<file path="src/rtl/div_unit.sv">
// div_unit: iterative restoring divider for DIV/DIVU, one quotient bit per cycle.
// Execute raises start_i with the operands and stalls until ready_o; result_o then
// carries {remainder, quotient} for the HI/LO write path.
//
// Ports:
//   clk, rst        rising-edge clock, synchronous active-high reset
//   signed_div_i    1 = two's-complement divide, 0 = unsigned
//   opdata1_i       dividend
//   opdata2_i       divisor
//   start_i         request, held high until the result has been consumed
//   annul_i         abort an in-flight divide
//   result_o        {remainder, quotient}, valid while ready_o = 1
//   ready_o         result valid
//
// state  | meaning
// IDLE   | waiting for start_i; outputs cleared
// BYZERO | divisor was zero; report a zero result next cycle
// ON     | running the restoring iterations (cnt = steps done)
// END    | result presented until start_i drops
module div_unit #(
  parameter int WIDTH = 32
) (
  input  logic               clk,
  input  logic               rst,
  input  logic               signed_div_i,
  input  logic [WIDTH-1:0]   opdata1_i,
  input  logic [WIDTH-1:0]   opdata2_i,
  input  logic               start_i,
  input  logic               annul_i,
  output logic [2*WIDTH-1:0] result_o,
  output logic               ready_o
);

  localparam int CW = $clog2(WIDTH + 1);

  typedef enum logic [1:0] {S_IDLE, S_BYZERO, S_ON, S_END} state_t;

  state_t             state_q, state_d;
  logic [CW-1:0]      cnt_q, cnt_d;
  logic [WIDTH-1:0]   dvd_q, dvd_d;   // dividend shifting out, quotient shifting in
  logic [WIDTH-1:0]   dsr_q, dsr_d;
  logic [WIDTH-1:0]   rem_q, rem_d;
  logic               qneg_q, qneg_d;
  logic               rneg_q, rneg_d;
  logic [2*WIDTH-1:0] result_q, result_d;
  logic               ready_q, ready_d;

  logic [WIDTH-1:0]   mag1, mag2;
  logic [WIDTH:0]     partial, diff;
  logic               accept;

  assign accept  = start_i && !annul_i;
  assign mag1    = (signed_div_i && opdata1_i[WIDTH-1]) ? -opdata1_i : opdata1_i;
  assign mag2    = (signed_div_i && opdata2_i[WIDTH-1]) ? -opdata2_i : opdata2_i;
  assign partial = {rem_q, dvd_q[WIDTH-1]};
  // remainder < divisor keeps the true difference within WIDTH bits, so the
  // top bit of the WIDTH+1 wide subtraction is a reliable borrow flag
  assign diff    = partial - {1'b0, dsr_q};

  always_ff @(posedge clk) begin
    if (rst) begin
      state_q  <= S_IDLE;
      cnt_q    <= '0;
      dvd_q    <= '0;
      dsr_q    <= '0;
      rem_q    <= '0;
      qneg_q   <= 1'b0;
      rneg_q   <= 1'b0;
      result_q <= '0;
      ready_q  <= 1'b0;
    end else begin
      state_q  <= state_d;
      cnt_q    <= cnt_d;
      dvd_q    <= dvd_d;
      dsr_q    <= dsr_d;
      rem_q    <= rem_d;
      qneg_q   <= qneg_d;
      rneg_q   <= rneg_d;
      result_q <= result_d;
      ready_q  <= ready_d;
    end
  end

  always_comb begin
    state_d = state_q;
    case (state_q)
      S_IDLE:   if (accept) state_d = (opdata2_i == '0) ? S_BYZERO : S_ON;
      S_BYZERO: state_d = annul_i ? S_IDLE : S_END;
      S_ON: begin
        if (annul_i)                   state_d = S_IDLE;
        else if (cnt_q == CW'(WIDTH))  state_d = S_END;
      end
      S_END:    if (!start_i) state_d = S_IDLE;
      default:  state_d = S_IDLE;
    endcase
  end

  always_comb begin
    cnt_d    = cnt_q;
    dvd_d    = dvd_q;
    dsr_d    = dsr_q;
    rem_d    = rem_q;
    qneg_d   = qneg_q;
    rneg_d   = rneg_q;
    result_d = result_q;
    ready_d  = ready_q;
    case (state_q)
      S_IDLE: begin
        result_d = '0;
        ready_d  = 1'b0;
        if (accept && opdata2_i != '0) begin
          dvd_d  = mag1;
          dsr_d  = mag2;
          rem_d  = '0;
          cnt_d  = '0;
          qneg_d = signed_div_i && (opdata1_i[WIDTH-1] ^ opdata2_i[WIDTH-1]);
          rneg_d = signed_div_i && opdata1_i[WIDTH-1];
        end
      end
      S_BYZERO: begin
        result_d = '0;
        ready_d  = !annul_i;
        cnt_d    = '0;
      end
      S_ON: begin
        if (annul_i) begin
          cnt_d    = '0;
          result_d = '0;
          ready_d  = 1'b0;
        end else if (cnt_q < CW'(WIDTH)) begin
          if (!diff[WIDTH]) rem_d = diff[WIDTH-1:0];
          else              rem_d = partial[WIDTH-1:0];
          dvd_d = {dvd_q[WIDTH-2:0], ~diff[WIDTH]};
          cnt_d = cnt_q + CW'(1);
        end else begin
          result_d = {(rneg_q ? -rem_q : rem_q), (qneg_q ? -dvd_q : dvd_q)};
          ready_d  = 1'b1;
        end
      end
      S_END: begin
        if (!start_i) begin
          result_d = '0;
          ready_d  = 1'b0;
        end
      end
      default: begin
        result_d = '0;
        ready_d  = 1'b0;
      end
    endcase
  end

  assign result_o = result_q;
  assign ready_o  = ready_q;

endmodule

</file>
<file path="config.mk">
export PLATFORM = sky130hd
export DESIGN_NAME = div_unit
export DESIGN_NICKNAME = d
export VERILOG_FILES = /design/src/rtl/div_unit.sv
export SDC_FILE = /design/constraint.sdc
export NUM_CORES = 1
export LEC_CHECK = 0
export CAP_MARGIN = 5
export CORE_MARGIN = 8
export CORE_UTILIZATION = 45
export DETAILED_ROUTE_END_ITERATION = 10
export HOLD_SLACK_MARGIN = 0.1
export PLACE_DENSITY = 0.77
export SYNTH_ARGS = -nofsm -noshare
export SYNTH_HDL_FRONTEND = slang
export SYNTH_SLANG_ARGS = --single-unit
</file>
<file path="constraint.sdc">
create_clock -name clk -period 7.05 [get_ports clk]
set_input_delay 1.0575 -clock clk [delete_from_list [all_inputs] [get_ports clk]]
set_output_delay 1.0575 -clock clk [all_outputs]
set_load 0.02 [all_outputs]
</file>
### Yosys cells after proc, flatten, opt, wreduce, memory -nomap -nowiden

Index checks and enable logic that the tools add are counted.

| cells by class | value |
|---|---|
| bitwise operators | 2 |
| multiplexer cells | 32 |
| eq/ne operators | 12 |
| $lt $le $gt $ge | 1 |
| add/subtract/negate cells | 6 |
| reductions and logical operators | 17 |

Operators by type and width:

| cell | count |
|---|---|
| $mux 32 | 11 |
| $mux 64 | 3 |
| $pmux 64 s3 | 1 |
| $neg 32->32 | 4 |
| $pmux 32 s2 | 2 |
| $sub 33x32->33 | 1 |
| $logic_not 32->1 | 1 |
| $reduce_bool 32->1 | 1 |
| $mux 6 | 3 |
| $pmux 6 s3 | 1 |
| $mux 2 | 6 |
| $ne 2x2->1 const B | 5 |
| $ne 3x3->1 const B | 3 |
| $pmux 2 s4 | 1 |
| $add 6x1->6 const B | 1 |
| $eq 6x6->1 const B | 1 |
| $lt 6x6->1 const B | 1 |
| $reduce_and 3->1 | 2 |
| $logic_and 1x1->1 | 5 |
| $eq 2x2->1 const B | 2 |
| $pmux 1 s4 | 1 |
| $reduce_and 2->1 | 2 |
| $reduce_and 4->1 | 1 |
| $mux 1 | 3 |
| other kinds (8) | 8 |

| word-level totals | value |
|---|---|
| input bits | 69 |
| logic and storage cells | 79 |
| output and inout bits | 65 |
| flip-flop bits (word level) | 171 |

### Logic depth before layout (Yosys ltp)

| depth | value |
|---|---|
| depth after elaboration | 5 |
| depth in mapped cells | 13 |
| depth with buffers taken out | 12 |

### Worst setup path after synthesis

No wires, ideal clock.

| timing path | value |
|---|---|
| path type | in2reg |
| start | in opdata1_i[6] |
| end | reg dvd_q[27] |
| library setup time | 132 ps |
| path slack | 3636 ps |
| arrival | 3282 ps |
| path buffers | 0 |
| stages on the path | 9 |
| cell sequence | or4_1 -> or4b_4 -> nor4b_4 -> nand2_1 -> o31ai_1 -> xor2_1 -> o21ai_0 -> nand2_1 -> a21oi_1 |

| between the ends | value |
|---|---|
| cells in the longest elaborated chain, start to end | 4 |

Ends and longest elaborated chain:

| item | line | text |
|---|---|---|
| from (decl) | 26 | `input logic [WIDTH-1:0] opdata1_i,` |
| $neg 32->32 | 53 | `assign mag1 = (signed_div_i && opdata1_i[WIDTH-1]) ? -opdata1_i : opdata1_i;` |
| $mux 32 | 53 |  |
| $mux 32 | 111 | `if (accept && opdata2_i != '0) begin` |
| $pmux 32 s2 | 107 | `case (state_q)` |
| to (signal assigned) | 74 | `dvd_q <= dvd_d;` |
| to (decl) | 40 | `logic [WIDTH-1:0] dvd_q, dvd_d;` |

No other way between the ends. The select of a mux whose other input is x is not followed.
A chain may end at the register's enable or synchronous reset.

### Worst setup path in the final report

| timing path | value |
|---|---|
| start | reg state_q[0] |
| end | reg result_q[28] (netlist: result_o[28]) |

| between the ends | value |
|---|---|
| cells in the longest elaborated chain, start to end | 3 |
| elaborated cells between the ends (all ways) | 9 |
| those cells by class | eq/ne (5); mux (1); reduce/logical (3) |

Ends and longest elaborated chain:

| item | line | text |
|---|---|---|
| from (decl) | 38 | `state_t state_q, state_d;` |
| from (signal assigned) | 72 | `state_q <= state_d;` |
| $eq 2x1->1, or another cell as far along | 107 |  |
| $reduce_or 2->1 (no source line), or another cell as far along | - |  |
| $pmux 64 s3 / $reduce_and 2->1 (equally long branches) | - |  |
| to (signal assigned) | 79 | `result_q <= result_d;` |
| to (decl) | 45 | `logic [2*WIDTH-1:0] result_q, result_d;` |

Several ways; a longest one is shown, not always the timed one.

==> key figures <==
Synthesis
  • Synth Area per Inst: between 7 and 8 sq um
  • Top-count cell post-synth: nand2_1
  • Synth cell count leaders: nand2_1 (202), dfxtp_1 (171), nor2_1 (145), o21ai_0 (104), a21oi_1 (91)
  • Top FF cell, synth: dfxtp_1
  • Post-synth cell types: 72
  • #FFs+latches synth: ~170
  • Post-synthesis xor/xnor area fraction: a little under an eighth
  • Post-synth top area cell: dfxtp_1
  • Synth warnings: 0
  • Post-synth EDFFs: 0
  • Register area share after synthesis: 31.51%
  • Syn nets: around 1500
  • Synth Area in Adders: 5.021%
  • Cell area after synthesis: 10860 sq um
  • Simple-Gate Fraction of Synth Area: roughly a fifth
  • Area contributors post-synth: dfxtp_1 (32%), nand2_1 (7.0%), xnor2_1 (6.8%), nor2_1 (5.0%), xor2_1 (4.9%)
  • Mux cell area share after synthesis: under 10%
  • Main combinational cell family by area after synthesis: compound AO/OA/AOI/OAI gates
  • Post-synth top area share: between 30% and 40%
  • Post-synthesis compound-gate area fraction: around 25%
  • Mapped Cells: 1405
  • Async SR Flop Fraction: 0%

Clock tree
  • Resized cells post-CTS: 0
  • Post-CTS Hold Fix Bufs: 0
  • Worst skew pair latency: ~430 ps
  • Reg clk slew, reported paths: around 70 ps
  • CTS tree: done
  • H-Tree Depth: 4
  • TritonCTS Buffers: 17
  • CTS Sinks: about 170
  • Root Driver: clkbuf_16
  • CTS Buffer Depth: 2
  • Post-CTS Setup Inserts: 0

Worst setup path
  • Worst R2R Path Depth: 9
  • Worst path max stage delay: 900 ps
  • CP Data Required Time: between 7000 and 8000 ps
  • Worst path slowest cell: ha_2
  • CP Buf/Inv Count: 2
  • Critical Path End: result_o[28]$_SDFFE_PP0P_
  • Cell depth of the worst setup path: 9
  • RR Startpoint: state_q[0]$_SDFFE_PP0P_
  • Crit-path cells: inv_1 -> ha_2 -> nand2b_1 -> nor2_1 -> a21o_2 -> buf_4 -> nor2b_1 -> nand2_1 -> o21ai_0
  • Worst Setup Path Type: reg -> reg
  • FF-to-FF setup slack: 2730 ps
  • Arr. time, crit path: 4670 ps
  • Endpoint type of the worst setup path: register
  • Type of origin of the critical path: register
  • CP startpoint: state_q[0]$_SDFFE_PP0P_
  • CP delay by family, top: simple AND/OR/NAND/NOR gates
  • Worst reg2reg path endpoint: result_o[28]$_SDFFE_PP0P_
  • CP Max Fanout: 68

Layout
  • Post-Layout Cell Count: 1824
  • Synth-to-Final Area Change: 19.06%
  • Final net count: about 1600
  • Share of cells above drive strength 1: between 4 and 5%

Global route
  • GRT busiest layer: met2
  • Number of global-route vias before repair: ~9400
  • Largest net degree at the start of global routing: 74
  • Total Routing Usage GR: approximately 20%
  • First-pass GRT wire length: around 48000 microns
  • Met1 Use GR: about 28%
  • Grt met2 use: 30.94%
  • GR Overflow Total: 0
  • Routing usage on met3: roughly 3.1%
  • Initial antenna violation count: 0

Timing
  • Endpoints failing setup: 0
  • Clk_skew: between 9 and 10 ps
  • Endpoints failing hold: 0
  • Post-route minimum period: around 4300 ps
  • RSZ-0062 raised after global routing: false
  • Sum Neg Setup Slack: 0 ps
  • Slew Limit Fails: 0
  • Least-Margin Pin Slew: between 1000 and 1500 ps
  • Period Utilization, post-route: between 60% and 70%
  • Worst setup margin: 2728 ps
  • Slew margin rel.: about 22%
  • Fmax: about 230 MHz

Floorplanning
  • Chip Height: approximately 170 microns
  • Total core area: 24030 sq um
  • Initial Util: between 40% and 50%
  • Die area: roughly 29000 sq um
  • # IOs: about 130
  • FP Rows: 57
  • Chip Width: 171.4 microns

Hold path
  • Worst min-delay path class: reg -> reg

Placed design
  • Buffers on Ports: about 130
  • Dpl cells: between 1500 and 2000
  • Setup WS pre-CTS: roughly 2400 ps
  • GPL Wtd Cong: roughly 0.91
  • Hpwl dp: between 20000 and 25000 microns

Route
  • Drt initial violations: about 740
  • Drt via density: 5.607
  • DRT Wirelength: approximately 30000 microns
  • Drt pass-1 iters: 5
  • Wire per inst: roughly 16 microns
  • Via count of the routed design: about 10000
  • Routed Antenna Nets: 0
  • DRC Markers: 0

Run
  • Max Cap Violations: 0

Power and ir drop
  • Maximum vdd drop: between 0.15 and 0.2 mV
  • Leak: about 4.7 nW
  • P per Cell Area: 274.9 nW/um^2

Status
  • Status: completed
stage by stage:
step / power (mW) / cell area [sq um] / util, % / hold WS, ps
floorplan: 2.277 / 10860 / - / 431.9
global placement: 2.623 / 12380 / 51.49 / 435.9
detailed placement: 2.649 / 12380 / 51.49 / 444.0
CTS: 3.551 / 12930 / 53.81 / 458.5
global route: 3.783 / 12930 / 53.81 / 475.8
finish: 3.555 / 12930 / 53.82 / 450.3
final cells by class:
cell class	count	area [sq um]
fillers	2261	11100
multi-input cells	1103	6955
clock buffers	18	439.2
flip-flops and latches	171	3423
repair buffers	142	1396
well taps	324	405.4
diodes	1	2.502
clock inverters	13	117.6
inverters	52	195.2
power breakdown:
group	internal (mW)	switching [mW]
clock network	0.496	0.403
registers	1.08	0.131
logic	0.525	0.922
total	2.10	1.46
tightest hold or removal path: stages (launching register included):
cell	delay, ps
dfxtp_1	320
nand2_1	40
o21ai_0	50
worst min path at each step:
stage	startpoint	to	slack (ps)	depth (start not counted)
final	result_o[24]$_SDFFE_PP0P_	result_o[24]$_SDFFE_PP0P_	450	2
after global placement	result_o[25]$_SDFFE_PP0P_	result_o[25]$_SDFFE_PP0P_	440	2
after floorplan	dsr_q[31]$_SDFFE_PP0P_	dsr_q[31]$_SDFFE_PP0P_	430	2
after global routing	result_o[55]$_SDFFE_PP0P_	result_o[55]$_SDFFE_PP0P_	480	2
after detailed placement	result_o[24]$_SDFFE_PP0P_	result_o[24]$_SDFFE_PP0P_	440	2
after CTS	result_o[63]$_SDFFE_PP0P_	result_o[63]$_SDFFE_PP0P_	460	2
routing by layer:
metal / vias to the layer above / wire length (microns)
met5: - / 0
met4: 0 / 503
met3: 36 / 1706
met2: 287 / 13150
met1: 4731 / 14390
li1: 5174 / -
cells in the final DEF, fill, tap and decap left out, drive strengths merged, types with 19 or more instances in the layout:
| cell type | netlist | final |
|---|---|---|
| clkdlybuf4s50 | 0 | 132 |
| o41ai | 20 | 20 |
| xnor2 | 84 | 84 |
| o21ai | 108 | 108 |
| a21oi | 92 | 92 |
| a211oi | 37 | 37 |
| a22oi | 49 | 49 |
| nor3 | 25 | 25 |
| dfxtp | 171 | 171 |
| nand2b | 19 | 19 |
| ha | 42 | 42 |
| nand2 | 202 | 202 |
| nor2 | 145 | 145 |
| nand3 | 26 | 26 |
| xor2 | 62 | 62 |
| o31ai | 34 | 34 |
| inv | 52 | 55 |
registers in the layout, summed over array words and instances, names as in the netlist:
name and cells:
result_o 64, dsr_q 32, dvd_q 32, rem_q 32
cnt_q 6, state_q 2, qneg_q 1, ready_o 1
rneg_q 1
cell families (layout without fill, tap and decap cells):
| logic type | Yosys count | after routing |
|---|---|---|
| multiplexers | 13 | 13 |
| AO/OA/AOI/OAI | 410 | 410 |
| AND/OR/NAND/NOR | 491 | 491 |
| buffers and inverters | 131 | 225 |
| flip-flops | 171 | 171 |
| adder cells (fa/ha/maj) | 43 | 43 |
| other | 0 | 1 |
| XOR/XNOR | 146 | 146 |
No activity file was read; power rests on OpenSTA's default activity.
